[src/rtl/key_pkg.sv]
// key_pkg: shared FSM state type, parameter defaults and helpers for the
// keypad matrix scanner (key_matrix_scan and scan_tick_gen).
package key_pkg;

   typedef enum logic [1:0] {
      StScan,
      StPressDeb,
      StHeld,
      StRelDeb
   } key_state_e;

   localparam int unsigned DefClkDiv      = 50000;
   localparam int unsigned DefDebTicks    = 4;
   localparam int unsigned DefRepeatTicks = 64;
   localparam logic [3:0]  DefClrCode     = 4'hC;

   // Code shown on bcds when no key has been accepted since reset.
   localparam logic [3:0]  BlankCode      = 4'hF;
   // First column driven after reset (column 0, active-low).
   localparam logic [3:0]  ColFirst       = 4'b1110;

   // Index of the lowest-numbered low bit of an active-low vector.
   // Returns 0 when no bit is low; callers only use it when one is.
   function automatic logic [1:0] first_low(input logic [3:0] v);
      logic [1:0] idx;
      idx = 2'd0;
      for (int i = 3; i >= 0; i--) begin
         if (!v[i]) idx = 2'(i);
      end
      return idx;
   endfunction

endpackage

[src/rtl/scan_tick_gen.sv]
// scan_tick_gen: prescaler producing a one-clk tick every CLK_DIV clocks.
module scan_tick_gen
   import key_pkg::*;
#(
   parameter int unsigned CLK_DIV = DefClkDiv
) (
   input  logic rst,
   input  logic clk,
   output logic tick
);

   localparam int unsigned     CntW    = (CLK_DIV > 1) ? $clog2(CLK_DIV) : 1;
   localparam logic [CntW-1:0] CntLast = CntW'(CLK_DIV - 1);

   logic [CntW-1:0] cnt;

   // Free-running divider; tick is registered so it is exactly one clk wide.
   always_ff @(posedge clk or negedge rst) begin
      if (!rst) begin
         cnt  <= '0;
         tick <= 1'b0;
      end else if (cnt == CntLast) begin
         cnt  <= '0;
         tick <= 1'b1;
      end else begin
         cnt  <= cnt + CntW'(1);
         tick <= 1'b0;
      end
   end

endmodule

[src/rtl/key_matrix_scan.sv]
// key_matrix_scan: 4x4 keypad scanner with press/release debounce.
// Drives one column low at a time, debounces the first key seen and reports
// it on bcds with an active-low strobe nkpls held for the duration of the press.
// Optional build macro KEY_REPEAT_EN adds auto-repeat of the strobe while held.
module key_matrix_scan
   import key_pkg::*;
#(
   parameter int unsigned CLK_DIV      = DefClkDiv,
   parameter int unsigned DEB_TICKS    = DefDebTicks,
   parameter logic [3:0]  CLR_CODE     = DefClrCode,
   parameter int unsigned REPEAT_TICKS = DefRepeatTicks
) (
   input  logic       rst,
   input  logic       clk,
   input  logic [3:0] row,
   output logic [3:0] col,
   output logic [3:0] bcds,
   output logic       nkpls,
   output logic       koff,
   output logic       clr
);

   // Debounce counter value on the tick that completes DEB_TICKS stable ticks.
   localparam logic [3:0] DebLast = 4'(DEB_TICKS - 1);

   logic       tick;
   logic [3:0] row_meta;
   logic [3:0] row_sync;
   key_state_e state;
   logic [1:0] row_idx;
   logic [1:0] col_idx;
   logic [3:0] deb_cnt;
   logic [3:0] code;
   logic       row_hit;

   assign code    = {row_idx, col_idx};
   // Latched row still reads the key as pressed.
   assign row_hit = ~row_sync[row_idx];

`ifdef KEY_REPEAT_EN
   localparam int unsigned     RepW    = (REPEAT_TICKS > 1) ? $clog2(REPEAT_TICKS) : 1;
   localparam logic [RepW-1:0] RepLast = RepW'(REPEAT_TICKS - 1);

   logic [RepW-1:0] rep_cnt;
   logic            rep_hi;
`else
   logic unused_repeat_ticks;
   assign unused_repeat_ticks = ^REPEAT_TICKS;
`endif

   scan_tick_gen #(
      .CLK_DIV(CLK_DIV)
   ) u_tick (
      .rst (rst),
      .clk (clk),
      .tick(tick)
   );

   // Two-flop synchronizer; resets high so an idle keypad reads as no key.
   always_ff @(posedge clk or negedge rst) begin
      if (!rst) begin
         row_meta <= 4'hF;
         row_sync <= 4'hF;
      end else begin
         row_meta <= row;
         row_sync <= row_meta;
      end
   end

   // Scan/debounce FSM with registered outputs; advances only on ticks.
   always_ff @(posedge clk or negedge rst) begin
      if (!rst) begin
         state   <= StScan;
         col     <= ColFirst;
         row_idx <= 2'd0;
         col_idx <= 2'd0;
         deb_cnt <= 4'd0;
         bcds    <= BlankCode;
         nkpls   <= 1'b1;
         koff    <= 1'b1;
         clr     <= 1'b0;
`ifdef KEY_REPEAT_EN
         rep_cnt <= '0;
         rep_hi  <= 1'b0;
`endif
      end else begin
         clr <= 1'b0;
         if (tick) begin
            unique case (state)
               StScan: begin
                  if (row_sync != 4'hF) begin
                     // Lowest low row wins; column is frozen on the key.
                     row_idx <= first_low(row_sync);
                     col_idx <= first_low(col);
                     deb_cnt <= 4'd0;
                     state   <= StPressDeb;
                  end else begin
                     col <= {col[2:0], col[3]};
                  end
               end
               StPressDeb: begin
                  if (!row_hit) begin
                     state <= StScan;
                  end else if (deb_cnt == DebLast) begin
                     bcds  <= code;
                     koff  <= 1'b0;
                     nkpls <= 1'b0;
                     clr   <= (code == CLR_CODE);
                     state <= StHeld;
`ifdef KEY_REPEAT_EN
                     rep_cnt <= '0;
                     rep_hi  <= 1'b0;
`endif
                  end else begin
                     deb_cnt <= deb_cnt + 4'd1;
                  end
               end
               StHeld: begin
                  if (!row_hit) begin
                     deb_cnt <= 4'd0;
                     state   <= StRelDeb;
                  end
`ifdef KEY_REPEAT_EN
                  // Repeat strobe: nkpls high for one tick every REPEAT_TICKS ticks.
                  else if (rep_hi) begin
                     nkpls   <= 1'b0;
                     rep_hi  <= 1'b0;
                     clr     <= (code == CLR_CODE);
                     rep_cnt <= rep_cnt + RepW'(1);
                  end else if (rep_cnt == RepLast) begin
                     nkpls   <= 1'b1;
                     rep_hi  <= 1'b1;
                     rep_cnt <= '0;
                  end else begin
                     rep_cnt <= rep_cnt + RepW'(1);
                  end
`endif
               end
               StRelDeb: begin
                  if (row_hit) begin
                     state <= StHeld;
                  end else if (deb_cnt == DebLast) begin
                     // bcds keeps the last code; rotation resumes next tick.
                     nkpls <= 1'b1;
                     koff  <= 1'b1;
                     state <= StScan;
                  end else begin
                     deb_cnt <= deb_cnt + 4'd1;
                  end
               end
               default: state <= StScan;
            endcase
         end
      end
   end

endmodule

[config.mk]
export PLATFORM = sky130hd
export DESIGN_NAME = key_matrix_scan
export DESIGN_NICKNAME = d
export VERILOG_FILES = /design/src/rtl/key_pkg.sv /design/src/rtl/scan_tick_gen.sv /design/src/rtl/key_matrix_scan.sv
export SDC_FILE = /design/constraint.sdc
export NUM_CORES = 1
export LEC_CHECK = 0
export CORE_AREA = 2 2 75 77
export DETAILED_ROUTE_END_ITERATION = 16
export DIE_AREA = 0 0 77 79
export SLEW_MARGIN = 20
export SYNTH_ARGS = -nofsm -noshare
export SYNTH_HDL_FRONTEND = slang
export SYNTH_SLANG_ARGS = --single-unit
[constraint.sdc]
create_clock -name clk -period 2.3 [get_ports clk]
set_clock_uncertainty 0.15 [all_clocks]
set_input_delay 0.46 -clock clk [delete_from_list [all_inputs] [get_ports clk]]
set_output_delay 0.46 -clock clk [all_outputs]
set_load 0.005 [all_outputs]
Yosys cells after proc, flatten, opt, wreduce, memory -nomap -nowiden
Index checks and enable logic that the tools add are counted.

Mux-type cells: 34. Order comparisons: 1. Equal/unequal tests: 15. Reduce and logical (&&, ||, !) cells: 8. $add $sub $neg: 2. Bitwise logic cells: 2.

Operators with widths (count): two-way mux 2 bit (14); two-way mux 4 bit (5); adder 16 x 1 -> 16 bit (second input constant) (1); == test 16 bit (second input constant) (1); two-way mux 16 bit (1); one-hot mux 4 bit (4 select lines) (1); inequality test 2 bit (second input constant) (6); two-way mux 1 bit (10); AND reduction 5 bit (2); one-hot mux 2 bit (4 select lines) (1); inequality test 3 bit (second input constant) (2); AND reduction 3 bit (2); AND reduction 6 bit (1); adder 4 x 1 -> 4 bit (second input constant) (1); == test 2 bit (second input constant) (2); == test 4 x 2 -> 1 bit (second input constant) (1); == test 4 bit (second input constant) (1); inequality test 4 bit (second input constant) (1); AND reduction 4 bit (1); less-than comparator 2 x 3 -> 1 bit (second input constant) (1); binary-select mux 1 bit (select 2 bit) (1); == test 2 x 1 -> 1 bit (second input constant) (1); zero test 2 bit (1); inverter 1 bit (2); other kinds (2) (2).

Flip-flop bits (word level): 45. Output and inout port bits: 11. Word-level logic and storage cells: 74. Input bits: 6.

Logic depth before layout (Yosys ltp)
Gate-level depths: netlist of the first run.

Depth in word-level cells: 5. Mapped depth: 5. Gate-level depth less buffers: 5.

Modules after synthesis
A second synthesis of the first run with hierarchy kept.

Cell total of the unflattened synthesis: 171. Area total of the unflattened synthesis: 2062.0 um2.

By module, submodules not included: key_matrix_scan (instances 1, seq. area each 720.7 um2, area each 1286.2 um2, cells an instance 102); scan_tick_gen (instances 1, seq. area each 425.4 um2, area each 775.7 um2, cells an instance 69).

Worst setup path before layout of the first run
Ideal clock, no wire load.

Path kind: register -> register. Start: reg row_idx[0]. End: reg bcds[0]. Path buffers: 0. Library setup time: 0.082 ns. Data arrival time: 1.670 ns. Path slack: 0.398 ns. Stages on the path, launching flop included: 5. Required time: 2.068 ns. Period minus slack after synthesis: 1.902 ns. Cell sequence: dfrtp_1 > mux4_2 > nand4b_4 > nor2_4 > mux2_2.

Longest elaborated chain between the ends: 4.

Ends and longest elaborated chain: from (decl) (RTL line key_matrix_scan.sv:30) `logic [1:0] row_idx;`; from (signal assigned) (RTL line key_matrix_scan.sv:93) `row_idx <= first_low(row_sync);`; binary-select mux 1 bit (select 2 bit) (RTL line key_matrix_scan.sv:38) `assign row_hit = ~row_sync[row_idx];`; two-way mux 1 bit (not written as such) (RTL line key_matrix_scan.sv:38); inverter 1 bit (no source line); AND reduction 4 bit (no source line); to (signal assigned) (RTL line key_matrix_scan.sv:78) `bcds <= BlankCode;`; to (signal assigned) (RTL line key_matrix_scan.sv:105) `bcds <= code;`; to (decl) (RTL line key_matrix_scan.sv:17) `output logic [3:0] bcds,`.

Every way passes these cells. The select of a mux whose other input is x is not followed. A chain may end at the register's enable or synchronous reset.

Final worst setup path of the first run
Start: reg row_idx[0]. End: reg bcds[3].

The elaborated chain is that of the path after synthesis.

==> results of run 1 <==
## final timing paths
| kind | start | end | slack [ns] | cells after the start |
|---|---|---|---|---|
| worst max-delay path | row_idx[0] | bcds[3] | 0.30 | 4 |
| worst min-delay path | row_meta[1] | row_sync[1] | 0.20 | 0 |
| worst max register to register | row_idx[0] | bcds[3] | 0.30 | 4 |
| worst min register to register | row_meta[1] | row_sync[1] | 0.20 | 0 |
| max in group asynchronous | rst | row_sync[3] | 0.91 | 3 |
| min in group asynchronous | rst | row_idx[1] | 0.51 | 2 |
## flip-flops by register name, summed over array words and instances, names as in the netlist, 2 cells and up, named ones only
name        count
u_tick.cnt     16
bcds            4
col             4
deb_cnt         4
row_meta        4
row_sync        4
col_idx         2
row_idx         2
## routing by layer
layer / vias to the layer above / wire (um) / global-route usage [%]
li1: 665 / - / -
met3: 2 / 100 / 3.750
met2: 16 / 1804 / 22.54
met4: 0 / 14 / 2.679
met5: - / 0 / 0
met1: 654 / 1590 / 15.53
## through the flow
step / cells / power (uW) / util, % / setup WS (ns)
after floorplan: 173 / 828.7 / - / 0.3981
after global placement: 260 / 857.8 / 43.48 / 0.3542
after detailed placement: 260 / 860.2 / 43.48 / 0.2866
after CTS: 269 / 1377 / 45.43 / 0.2861
after global routing: 269 / 1419 / 45.43 / 0.1882
final: 269 / 1345 / 45.43 / 0.2981
## timing repair
item	CTS	global route
hold buffers	1	0
endpoints found under the hold margin	10	0
gates resized for setup	0	0
## kinds of logic after synthesis
kind of cell,after synthesis,share of synthesized area [%]
buffers and inverters,11,2.310
adder cells (fa/ha/maj),2,1.216
flip-flops,45,55.68
multiplexers,12,6.870
AO/OA/AOI/OAI,27,8.815
AND/OR/NAND/NOR,64,20.00
XOR/XNOR,12,5.106
## cell type report
class,count,area [um^2]
Clock buffer,5,68.82
Multi-Input combinational cell,117,864.6
Sequential cell,45,1146
Timing Repair Buffer,21,207.7
Fill cell,525,2913
Clock inverter,3,25.02
Inverter,6,22.52
Tap cell,72,90.09
## cells in the final DEF, fill, tap and decap left out, types with 2 or more instances in the layout
cell             count
clkdlybuf4s50_1     15
inv_1                6
nor2_4               2
nand3_1             10
xnor2_1             10
nor3_1               4
dfrtp_1             29
inv_6                2
mux2_2               7
dfstp_2             16
nor4_1               2
a21oi_1              4
mux2i_1              4
clkbuf_8             5
o21a_1               2
nand4_1              5
or3b_2               2
xor2_1               2
nand2_1             10
nand2b_1             4
buf_4                3
nor2_1              10
ha_1                 2
nand3b_1             3
o21ai_0             12
## power by group through the flow
| stage | clock network [uW] | registers [uW] | logic (uW) |
|---|---|---|---|
| after floorplan | 0 | 823 | 6.16 |
| after global placement | 0 | 824 | 33.8 |
| after detailed placement | 0 | 825 | 35.3 |
| after CTS | 530 | 811 | 36.5 |
| after global routing | 566 | 812 | 39.9 |
| final | 500 | 810 | 34.6 |
==> report_table.html, run 1 <==
<table>
<tr><th>Metric</th><th>Value</th></tr>
<tr><th colspan="2">Clocking</th></tr>
<tr><td>Reg clk slew, reported paths</td><td>around 0.09 ns</td></tr>
<tr><td>Clock root buffer master</td><td>clkbuf_8</td></tr>
<tr><td>H-tree Lvls</td><td>2</td></tr>
<tr><td>Clk buf depth</td><td>2</td></tr>
<tr><td>TritonCTS clock tree</td><td>yes</td></tr>
<tr><td>Number of sinks driven by the clock tree</td><td>45</td></tr>
<tr><td>Buffer count from post-CTS setup fixing</td><td>0</td></tr>
<tr><td>Clock buffer count from CTS</td><td>5</td></tr>
<tr><td>Clock Latency Late Sink</td><td>0.29 ns</td></tr>
<tr><th colspan="2">Synth</th></tr>
<tr><td>Most numerous cell in the Yosys netlist</td><td>dfrtp_1</td></tr>
<tr><td>Sequential-to-total area share from yosys stat</td><td>approximately 56%</td></tr>
<tr><td>Cells after synthesis</td><td>173</td></tr>
<tr><td>Average footprint of a synthesized cell</td><td>around 12 um^2</td></tr>
<tr><td>Most common flop cell mapped by yosys</td><td>dfrtp_1</td></tr>
<tr><td>Commonest cells in the netlist</td><td>dfrtp_1 (29), dfstp_2 (16), o21ai_0 (12)</td></tr>
<tr><td>Synth area leader</td><td>dfrtp_1</td></tr>
<tr><td>Largest cells by area after synthesis</td><td>dfrtp_1 (35%), dfstp_2 (20%), xnor2_1 (4.3%)</td></tr>
<tr><td>Net count after synthesis</td><td>around 180</td></tr>
<tr><td>Mapped Area</td><td>2058 um^2</td></tr>
<tr><td>Share of async-settable or async-resettable flops after synthesis</td><td>100.0%</td></tr>
<tr><td>Total of flip-flops plus latches after synthesis</td><td>45</td></tr>
<tr><td>Number of distinct library cells after synthesis</td><td>46</td></tr>
<tr><td>Yosys warning total</td><td>0</td></tr>
<tr><td>Yosys top cell area share</td><td>35.26%</td></tr>
<tr><td>Number of flops mapped to enable cells by yosys</td><td>0</td></tr>
<tr><th colspan="2">Power and ir drop</th></tr>
<tr><td>Leakage power figure</td><td>a little under 0.001 uW</td></tr>
<tr><td>Internal</td><td>about 1000 uW</td></tr>
<tr><td>Share of total power in the clock network</td><td>between 30% and 40%</td></tr>
<tr><td>Power density cells</td><td>554.7 nW/um^2</td></tr>
<tr><td>Net Switching</td><td>around 300 uW</td></tr>
<tr><td>IR drop worst, VDD</td><td>about 0.00036 V</td></tr>
<tr><td>Switching portion of total power</td><td>22.66%</td></tr>
<tr><td>Proportion of power drawn by combinational gates</td><td>2.6%</td></tr>
<tr><td>Reg power frac</td><td>approximately three fifths</td></tr>
<tr><th colspan="2">Placed design</th></tr>
<tr><td>Routability congestion estimate</td><td>roughly 0.76</td></tr>
<tr><td>Input/output buffers</td><td>16</td></tr>
<tr><td>Cell area after placement</td><td>around 2300 um^2</td></tr>
<tr><td>HPWL after detailed placement</td><td>between 2000 and 3000 um</td></tr>
<tr><th colspan="2">Drt</th></tr>
<tr><td>Drt pass-1 iters</td><td>4</td></tr>
<tr><td>Number of vias per cell after detailed routing</td><td>a little under 5</td></tr>
<tr><td>Vias</td><td>between 1000 and 1500</td></tr>
<tr><td>Remaining routing DRC violations</td><td>0</td></tr>
<tr><td>Number of nets with antenna violations after routing</td><td>0</td></tr>
<tr><td>Sum of routed wire length over all layers</td><td>between 3000 and 4000 um</td></tr>
<tr><td>DR WL/cell</td><td>about 13 um</td></tr>
<tr><td>1st-iter DRT viols</td><td>around 100</td></tr>
<tr><th colspan="2">STA</th></tr>
<tr><td>Minimum hold slack</td><td>a little over 0.2 ns</td></tr>
<tr><td>Worst slew pin tran</td><td>~0.5 ns</td></tr>
<tr><td>Tcrit/Tclk final</td><td>87.04%</td></tr>
<tr><td>Slew Viols, Final</td><td>0</td></tr>
<tr><td>Slew headroom</td><td>between 60% and 70%</td></tr>
<tr><td>Unrepaired setup endpoints after global routing</td><td>false</td></tr>
<tr><td>Maximum clock frequency</td><td>0.4995 GHz</td></tr>
<tr><td>Final count of hold timing violations</td><td>0</td></tr>
<tr><td>Accumulated negative setup slack</td><td>0 ns</td></tr>
<tr><td>Final count of negative-setup-slack endpoints</td><td>0</td></tr>
<tr><td>Tmin final</td><td>roughly 2 ns</td></tr>
<tr><th colspan="2">Floorplan</th></tr>
<tr><td>Die W</td><td>~77 um</td></tr>
<tr><td>Floorplan core area</td><td>about 5300 um^2</td></tr>
<tr><td>Starting density of the core</td><td>approximately two fifths</td></tr>
<tr><td>Total Die Area</td><td>6083 um^2</td></tr>
<tr><td>Total I/O pin count</td><td>17</td></tr>
<tr><td>Core Rows</td><td>27</td></tr>
<tr><td>Die Y-Extent</td><td>79 um</td></tr>
<tr><th colspan="2">Worst setup path</th></tr>
<tr><td>Worst-path cell chain</td><td>mux4_2 &gt; nand4b_4 &gt; nor2_4 &gt; mux2_2</td></tr>
<tr><td>Crit path max-delay family</td><td>multiplexers</td></tr>
<tr><td>CP Capture Type</td><td>flip-flop</td></tr>
<tr><td>Worst path bufs/invs</td><td>0</td></tr>
<tr><td>Critical path type</td><td>reg2reg</td></tr>
<tr><td>Kind of launch point of the worst setup path</td><td>flip-flop</td></tr>
<tr><td>Crit-path max FO</td><td>7</td></tr>
<tr><td>CP arrival</td><td>roughly 2.1 ns</td></tr>
<tr><td>Max incr delay on CP</td><td>~0.60 ns</td></tr>
<tr><td>Max stage delay cell, worst path</td><td>mux4_2</td></tr>
<tr><td>Data required, critical path</td><td>about 2.4 ns</td></tr>
<tr><th colspan="2">Run status</th></tr>
<tr><td>Result of the run</td><td>finished, final reports clean</td></tr>
<tr><th colspan="2">Final layout</th></tr>
<tr><td>Antenna diodes</td><td>0</td></tr>
<tr><td>Area delta synth-&gt;final</td><td>17.81%</td></tr>
<tr><td>Finished layout cell area</td><td>roughly 2400 um^2</td></tr>
<tr><td>Nets</td><td>between 200 and 250</td></tr>
<tr><td>Fraction of final layout cells with drive strength greater than 1</td><td>about a quarter</td></tr>
<tr><th colspan="2">Global route</th></tr>
<tr><td>Largest net degree at the start of global routing</td><td>26</td></tr>
<tr><td>GR Overflow Total</td><td>0</td></tr>
<tr><td>Overall Global Routing Usage</td><td>12.74%</td></tr>
<tr><td>Number of global-route vias before repair</td><td>around 1400</td></tr>
<tr><td>Number of antenna violations at the first check in global routing</td><td>0</td></tr>
<tr><td>Wire length of the first global-routing pass</td><td>approximately 6300 um</td></tr>
<tr><th colspan="2">Worst hold path</th></tr>
<tr><td>Type of the most critical hold path</td><td>reg2reg</td></tr>
<tr><th colspan="2">Run</th></tr>
<tr><td>Maximum Capacitance Violations</td><td>0</td></tr>
</table>
No activity file was read; power rests on OpenSTA's default activity.
==> run 2, diff against run 1 <==
--- a/config.mk
+++ b/config.mk
@@ -6,7 +6,10 @@
 export NUM_CORES = 1
 export LEC_CHECK = 0
-export CORE_AREA = 2 2 75 77
+export CELL_PAD_IN_SITES_DETAIL_PLACEMENT = 1
+export CELL_PAD_IN_SITES_GLOBAL_PLACEMENT = 2
+export CORE_AREA = 2 2 76 78
 export DETAILED_ROUTE_END_ITERATION = 16
-export DIE_AREA = 0 0 77 79
+export DIE_AREA = 0 0 78 80
+export PLACE_DENSITY_LB_ADDON = 0.1
 export SLEW_MARGIN = 20
 export SYNTH_ARGS = -nofsm -noshare
==> constraint.sdc (replaced) <==
create_clock -name clk -period 2.3 [get_ports clk]
set_clock_uncertainty 0.15 [all_clocks]
set_input_delay 0.23 -clock clk [delete_from_list [all_inputs] [get_ports clk]]
set_output_delay 0.23 -clock clk [all_outputs]
set_load 0.005 [all_outputs]
==> run 2 against run 1 <==
Against the previous run: setup slack got worse by 0.025 ns; combinational power decreased by 5%; largest cell class unchanged; maximum frequency is 1.2% lower; critical path type unchanged; flip-flop and latch count did not move.
==> report_table.html, run 2 (same netlist as run 1, synthesis figures left out) <==
<table>
<tr><th>Metric</th><th>Value</th></tr>
<tr><th colspan="2">Worst setup path</th></tr>
<tr><td>Critical R2R Capture</td><td>bcds[3]</td></tr>
<tr><td>Flop-to-flop setup slack</td><td>about 0.27 ns</td></tr>
<tr><td>Reg2reg path depth</td><td>4</td></tr>
<tr><td>Crit-path max FO</td><td>7</td></tr>
<tr><td>Critical path type</td><td>reg2reg</td></tr>
<tr><td>Kind of launch point of the worst setup path</td><td>flip-flop</td></tr>
<tr><td>Worst R2R Start</td><td>row_idx[0]</td></tr>
<tr><td>CP arrival</td><td>around 2.1 ns</td></tr>
<tr><td>CP Capture Type</td><td>flip-flop</td></tr>
<tr><td>Data required, critical path</td><td>~2.4 ns</td></tr>
<tr><th colspan="2">STA</th></tr>
<tr><td>Minimum hold slack</td><td>around 0.19 ns</td></tr>
<tr><td>Worst slew pin tran</td><td>around 0.85 ns</td></tr>
<tr><td>Tmin final</td><td>a little over 2 ns</td></tr>
<tr><td>Unrepaired setup endpoints after global routing</td><td>false</td></tr>
<tr><td>Maximum clock frequency</td><td>0.4934 GHz</td></tr>
<tr><td>Slew headroom</td><td>between 40% and 50%</td></tr>
<tr><td>Slew Viols, Final</td><td>0</td></tr>
<tr><td>Final count of negative-setup-slack endpoints</td><td>0</td></tr>
<tr><td>Accumulated negative setup slack</td><td>0 ns</td></tr>
<tr><td>Final count of hold timing violations</td><td>0</td></tr>
<tr><td>Tcrit/Tclk final</td><td>88.11%</td></tr>
<tr><th colspan="2">Drt</th></tr>
<tr><td>Remaining routing DRC violations</td><td>0</td></tr>
<tr><td>1st-iter DRT viols</td><td>28</td></tr>
<tr><td>Drt pass-1 iters</td><td>4</td></tr>
<tr><td>Vias</td><td>~1400</td></tr>
<tr><td>Sum of routed wire length over all layers</td><td>3914 um</td></tr>
<tr><td>Number of vias per cell after detailed routing</td><td>between 5 and 6</td></tr>
<tr><td>Number of nets with antenna violations after routing</td><td>0</td></tr>
<tr><td>DR WL/cell</td><td>around 14 um</td></tr>
<tr><th colspan="2">Placed design</th></tr>
<tr><td>Input/output buffers</td><td>16</td></tr>
<tr><td>Routability congestion estimate</td><td>0.8020</td></tr>
<tr><td>HPWL after detailed placement</td><td>about 2900 um</td></tr>
<tr><th colspan="2">Final layout</th></tr>
<tr><td>Most used cells in the layout excluding fill and tap cells</td><td>dfrtp_1 (29), dfstp_2 (16), clkdlybuf4s50_1 (15), o21ai_0 (12)</td></tr>
<tr><td>Flip-flop count of the largest register after layout</td><td>16</td></tr>
<tr><td>Nets</td><td>between 200 and 250</td></tr>
<tr><td>Top reg by flops</td><td>u_tick.cnt</td></tr>
<tr><td>Area delta synth-&gt;final</td><td>17.39%</td></tr>
<tr><td>Final cell utilization of the core</td><td>around 45%</td></tr>
<tr><td>Most common cell after layout, fill and taps aside</td><td>dfrtp_1</td></tr>
<tr><td>Antenna diodes</td><td>0</td></tr>
<tr><td>Number of fill cells</td><td>600</td></tr>
<tr><td>Fraction of final layout cells with drive strength greater than 1</td><td>24.75%</td></tr>
<tr><th colspan="2">Clocking</th></tr>
<tr><td>Number of sinks driven by the clock tree</td><td>45</td></tr>
<tr><td>Reg clk slew, reported paths</td><td>around 0.08 ns</td></tr>
<tr><td>Clock buffer count from CTS</td><td>5</td></tr>
<tr><td>Clk buf depth</td><td>2</td></tr>
<tr><td>H-tree Lvls</td><td>2</td></tr>
<tr><td>TritonCTS clock tree</td><td>yes</td></tr>
<tr><td>Clock root buffer master</td><td>clkbuf_8</td></tr>
<tr><td>Clock Latency Late Sink</td><td>~0.30 ns</td></tr>
<tr><th colspan="2">Global route</th></tr>
<tr><td>Number of antenna violations at the first check in global routing</td><td>0</td></tr>
<tr><td>GR Overflow Total</td><td>0</td></tr>
<tr><td>Number of global-route vias before repair</td><td>between 1500 and 2000</td></tr>
<tr><td>Largest net degree at the start of global routing</td><td>40</td></tr>
<tr><td>Wire length of the first global-routing pass</td><td>about 7200 um</td></tr>
<tr><td>Overall Global Routing Usage</td><td>around 15%</td></tr>
<tr><th colspan="2">Worst hold path</th></tr>
<tr><td>Worst hold path stage count</td><td>1</td></tr>
<tr><td>Type of the most critical hold path</td><td>in2reg</td></tr>
<tr><td>Launch point of the worst hold path</td><td>row[3]</td></tr>
<tr><td>End point of the worst hold path</td><td>row_meta[3]</td></tr>
<tr><th colspan="2">Floorplan</th></tr>
<tr><td>Starting density of the core</td><td>between 30% and 40%</td></tr>
<tr><td>Core Rows</td><td>27</td></tr>
<tr><td>Total I/O pin count</td><td>17</td></tr>
<tr><td>Total Die Area</td><td>between 6000 and 7000 um^2</td></tr>
<tr><td>Floorplan core area</td><td>about 5400 um^2</td></tr>
<tr><td>Die Y-Extent</td><td>80 um</td></tr>
<tr><td>Die W</td><td>approximately 80 um</td></tr>
<tr><th colspan="2">Run status</th></tr>
<tr><td>Result of the run</td><td>finished, final reports clean</td></tr>
<tr><th colspan="2">Power and ir drop</th></tr>
<tr><td>Power density cells</td><td>approximately 550 nW/um^2</td></tr>
<tr><td>Leakage power figure</td><td>0.0009811 uW</td></tr>
<tr><td>IR drop worst, VDD</td><td>approximately 0.00029 V</td></tr>
<tr><th colspan="2">Run</th></tr>
<tr><td>Maximum Capacitance Violations</td><td>0</td></tr>
</table>
run 2: changes by cell type in the layout (fill, tap and decap cells not counted):
cell        before  now
buf_12           1    0
buf_4            3    5
clkbuf_1         0    2
clkbuf_8         5    6
clkinvlp_4       1    0
inv_6            2    0
run 2: layer usage:
metal  global-route usage, %  wire length [um]
met1                   18.66              1800
met2                   24.66              1930
met3                   3.846               122
met4                   5.263                61
met5                       0                 0
run 2: timing repair:
| action | CTS | global route |
|---|---|---|
| endpoints found under the hold margin | 29 | 0 |
| gates resized for setup | 0 | 0 |
| hold buffers | 1 | 0 |
| setup buffers | 0 | 0 |
run 2: cell type report:
cell class | instances | area, um^2 | area share [%]
clock buffers | 8 | 90.09 | 3.729
well taps | 72 | 90.09 | 3.729
repair buffers | 22 | 202.7 | 8.389
flip-flops and latches | 45 | 1146 | 47.44
multi-input cells | 117 | 864.6 | 35.78
inverters | 6 | 22.52 | 0.9322
run 2: how the worst max path moves through the flow:
stage | start | to | slack, ns
6_report | row_idx[0] | bcds[3] | 0.27
5_1_grt | row_idx[0] | bcds[3] | 0.17
4_1_cts | row_idx[0] | bcds[3] | 0.26
3_5_place_dp | row_idx[0] | bcds[3] | 0.28
2_1_floorplan | row_idx[0] | bcds[0] | 0.40
3_3_place_gp | row_idx[0] | bcds[2] | 0.34
run 2: power breakdown:
group / switching (uW) / total, uW / internal [uW]
Sequential: 5.47 / 810 / 804
Combinational: 19.6 / 32.9 / 13.3
Clock: 248 / 493 / 245
Total: 273 / 1340 / 1060
run 2: worst max-delay path: stages (launching register included):
cell,delay [ns]
dfrtp_1,0.48
mux4_2,0.59
nand4b_4,0.22
nor2_4,0.16
mux2_2,0.36
run 2: stage by stage:
stage / setup WS (ns) / total power (uW) / instance area [um^2] / instances
after CTS: 0.2579 / 1361 / 2416 / 270
after global routing: 0.1664 / 1402 / 2416 / 270
after floorplan: 0.3981 / 828.7 / 2058 / 173
final: 0.2734 / 1336 / 2416 / 270
after detailed placement: 0.2763 / 858.5 / 2316 / 261
after global placement: 0.3414 / 856.2 / 2316 / 261
==> run 3, diff against run 2 <==
- PLACE_DENSITY: default -> 0.77
- PLACE_DENSITY_LB_ADDON: 0.1 -> default
==> run 3 against run 2 <==
Against the previous run: routed wire length is 3.7% higher; sequential share of layout area is 0.22 points higher; flip-flop and latch count unchanged; final area down 0.36%; register-to-register slack got worse by 0.03 ns; cell count decreased by 0.37%; clock power fell by 3%; sequential power barely moved; non-clock buffer count down 1; critical path type unchanged; largest power group unchanged.
==> report_table.html, run 3 (same netlist as run 1, synthesis figures left out) <==
<table>
<tr><th>Metric</th><th>Value</th></tr>
<tr><th colspan="2">Global route</th></tr>
<tr><td>Wire length of the first global-routing pass</td><td>7127 um</td></tr>
<tr><td>Met2 track demand over resource in global routing</td><td>27.24%</td></tr>
<tr><td>Largest net degree at the start of global routing</td><td>38</td></tr>
<tr><td>Number of global-route vias before repair</td><td>about 1500</td></tr>
<tr><td>Met3 routing resource usage after global routing</td><td>under 10%</td></tr>
<tr><td>Met1 track demand over resource in global routing</td><td>roughly 16%</td></tr>
<tr><td>GR Overflow Total</td><td>0</td></tr>
<tr><td>Busiest grt layer</td><td>met2</td></tr>
<tr><td>Number of antenna violations at the first check in global routing</td><td>0</td></tr>
<tr><td>Overall Global Routing Usage</td><td>14.70%</td></tr>
<tr><th colspan="2">Placed design</th></tr>
<tr><td># placed instances</td><td>between 200 and 300</td></tr>
<tr><td>Routability congestion estimate</td><td>roughly 0.73</td></tr>
<tr><td>Input/output buffers</td><td>16</td></tr>
<tr><td>HPWL after detailed placement</td><td>2991 um</td></tr>
<tr><th colspan="2">Worst setup path</th></tr>
<tr><td>Max stage delay cell, worst path</td><td>dfrtp_2</td></tr>
<tr><td>Worst path bufs/invs</td><td>0</td></tr>
<tr><td>Critical path type</td><td>reg2reg</td></tr>
<tr><td>Crit path max-delay family</td><td>simple AND/OR/NAND/NOR gates</td></tr>
<tr><td>Data required, critical path</td><td>about 2.3 ns</td></tr>
<tr><td>Kind of launch point of the worst setup path</td><td>flip-flop</td></tr>
<tr><td>Worst-path cell chain</td><td>or3b_2 &gt; o221ai_1 &gt; or2_4 &gt; o311ai_2</td></tr>
<tr><td>Max incr delay on CP</td><td>around 0.53 ns</td></tr>
<tr><td>CP arrival</td><td>between 2 and 2.5 ns</td></tr>
<tr><td>CP Capture Type</td><td>flip-flop</td></tr>
<tr><td>Crit-path max FO</td><td>15</td></tr>
<tr><th colspan="2">Final layout</th></tr>
<tr><td>Fraction of final layout cells with drive strength greater than 1</td><td>25.38%</td></tr>
<tr><td>Antenna diodes</td><td>0</td></tr>
<tr><td>Area delta synth-&gt;final</td><td>16.96%</td></tr>
<tr><td>Flip-flop count of the largest register after layout</td><td>16</td></tr>
<tr><td>Most common cell after layout, fill and taps aside</td><td>dfrtp_1</td></tr>
<tr><td>Nets</td><td>204</td></tr>
<tr><td>Most used cells in the layout excluding fill and tap cells</td><td>dfrtp_1 (28), dfstp_2 (16), clkdlybuf4s50_1 (15), o21ai_0 (12)</td></tr>
<tr><td>Number of cells in the finished layout apart from fillers</td><td>roughly 270</td></tr>
<tr><td>Top reg by flops</td><td>u_tick.cnt</td></tr>
<tr><th colspan="2">Drt</th></tr>
<tr><td>Vias</td><td>1397</td></tr>
<tr><td>Sum of routed wire length over all layers</td><td>between 4000 and 5000 um</td></tr>
<tr><td>Remaining routing DRC violations</td><td>0</td></tr>
<tr><td>Number of nets with antenna violations after routing</td><td>0</td></tr>
<tr><td>Number of vias per cell after detailed routing</td><td>5.193</td></tr>
<tr><td>Drt pass-1 iters</td><td>4</td></tr>
<tr><td>DR WL/cell</td><td>between 15 and 20 um</td></tr>
<tr><td>1st-iter DRT viols</td><td>75</td></tr>
<tr><th colspan="2">Clocking</th></tr>
<tr><td>Reg clk slew, reported paths</td><td>approximately 0.08 ns</td></tr>
<tr><td>H-tree Lvls</td><td>2</td></tr>
<tr><td>Buffer count from post-CTS setup fixing</td><td>0</td></tr>
<tr><td>TritonCTS clock tree</td><td>yes</td></tr>
<tr><td>Clock buffer count from CTS</td><td>5</td></tr>
<tr><td>Clock Latency Late Sink</td><td>just under 0.3 ns</td></tr>
<tr><td>Clk buf depth</td><td>2</td></tr>
<tr><td>Clock root buffer master</td><td>clkbuf_8</td></tr>
<tr><td>Number of sinks driven by the clock tree</td><td>45</td></tr>
<tr><th colspan="2">STA</th></tr>
<tr><td>Slew Viols, Final</td><td>0</td></tr>
<tr><td>Worst slew pin tran</td><td>0.8223 ns</td></tr>
<tr><td>Final count of hold timing violations</td><td>0</td></tr>
<tr><td>Slew headroom</td><td>a little under half</td></tr>
<tr><td>Tmin final</td><td>a little over 2 ns</td></tr>
<tr><td>Unrepaired setup endpoints after global routing</td><td>false</td></tr>
<tr><td>Maximum clock frequency</td><td>0.4865 GHz</td></tr>
<tr><td>Final count of negative-setup-slack endpoints</td><td>0</td></tr>
<tr><td>Tcrit/Tclk final</td><td>about nine tenths</td></tr>
<tr><td>Accumulated negative setup slack</td><td>0 ns</td></tr>
<tr><th colspan="2">Floorplan</th></tr>
<tr><td>Core Rows</td><td>27</td></tr>
<tr><td>Floorplan core area</td><td>~5400 um^2</td></tr>
<tr><td>Die W</td><td>between 70 and 80 um</td></tr>
<tr><td>Die Y-Extent</td><td>roughly 80 um</td></tr>
<tr><td>Total Die Area</td><td>between 6000 and 7000 um^2</td></tr>
<tr><td>Starting density of the core</td><td>38.08%</td></tr>
<tr><td>Total I/O pin count</td><td>17</td></tr>
<tr><th colspan="2">Worst hold path</th></tr>
<tr><td>Type of the most critical hold path</td><td>in2reg</td></tr>
<tr><th colspan="2">Power and ir drop</th></tr>
<tr><td>IR drop worst, VDD</td><td>about 0.00034 V</td></tr>
<tr><td>Power density cells</td><td>between 500 and 600 nW/um^2</td></tr>
<tr><td>Leakage power figure</td><td>~0.00097 uW</td></tr>
<tr><th colspan="2">Run status</th></tr>
<tr><td>Result of the run</td><td>finished, final reports clean</td></tr>
<tr><th colspan="2">Run</th></tr>
<tr><td>Maximum Capacitance Violations</td><td>0</td></tr>
</table>
run 3: cell count changes in the layout (fill, tap and decap cells not counted):
cell        before  now
buf_4            5    4
clkbuf_1         2    1
clkbuf_8         6    5
clkinvlp_4       0    2
dfrtp_1         29   28
dfrtp_2          0    1
run 3: stage by stage:
stage / area (um^2) / setup WS (ns) / power (uW) / util [%] / hold slack [ns]
2_1_floorplan: 2058 / 0.3981 / 828.7 / - / -0.2156
3_3_place_gp: 2308 / 0.2994 / 856.4 / 42.71 / 0.2036
3_5_place_dp: 2308 / 0.1801 / 858.5 / 42.71 / 0.1970
4_1_cts: 2406 / 0.1375 / 1347 / 44.51 / 0.1754
5_1_grt: 2407 / 0.1068 / 1391 / 44.54 / 0.1754
6_report: 2407 / 0.2446 / 1323 / 44.54 / 0.1875
run 3: path summary, 6_finish.rpt:
path | start | end | slack [ns] | cells after the start
min | row[0] | row_meta[0] | 0.19 | 1
min reg2reg | row_meta[0] | row_sync[0] | 0.20 | 0
min in group asynchronous | rst | deb_cnt[2] | 0.42 | 2
max in group asynchronous | rst | row_meta[1] | 0.87 | 3
max reg2reg | state[0] | deb_cnt[3] | 0.24 | 4
max | state[0] | deb_cnt[3] | 0.24 | 4
run 3: area by class of cell:
cell class	count	area [um^2]
Multi-Input combinational cell	117	864.6
Timing Repair Buffer	21	195.2
Clock buffer	6	72.57
Tap cell	72	90.09
Sequential cell	45	1147
Fill cell	592	2998
Clock inverter	2	15.01
Inverter	6	22.52
run 3: power breakdown:
part           internal [uW]  switching (uW)
registers                804            5.78
logic                   13.3            20.0
clock network            214             266
total                   1030             292
run 3: worst reg2reg max path, stage by stage, from the launching register on:
cell and delay [ns]:
dfrtp_2 0.53, or3b_2 0.48, o221ai_1 0.44, or2_4 0.24, o311ai_2 0.10
run 3: per-layer routing:
metal | vias up | wire length [um]
li1 | 655 | -
met1 | 713 | 1629
met2 | 20 | 2246
met3 | 9 | 107
met4 | 0 | 75
met5 | - | 0
run 3: what timing repair did:
action,in CTS,in global routing
endpoints found under the hold margin,29,0
endpoints found under the setup margin,0,4
hold buffers,1,0
gates resized for setup,0,1
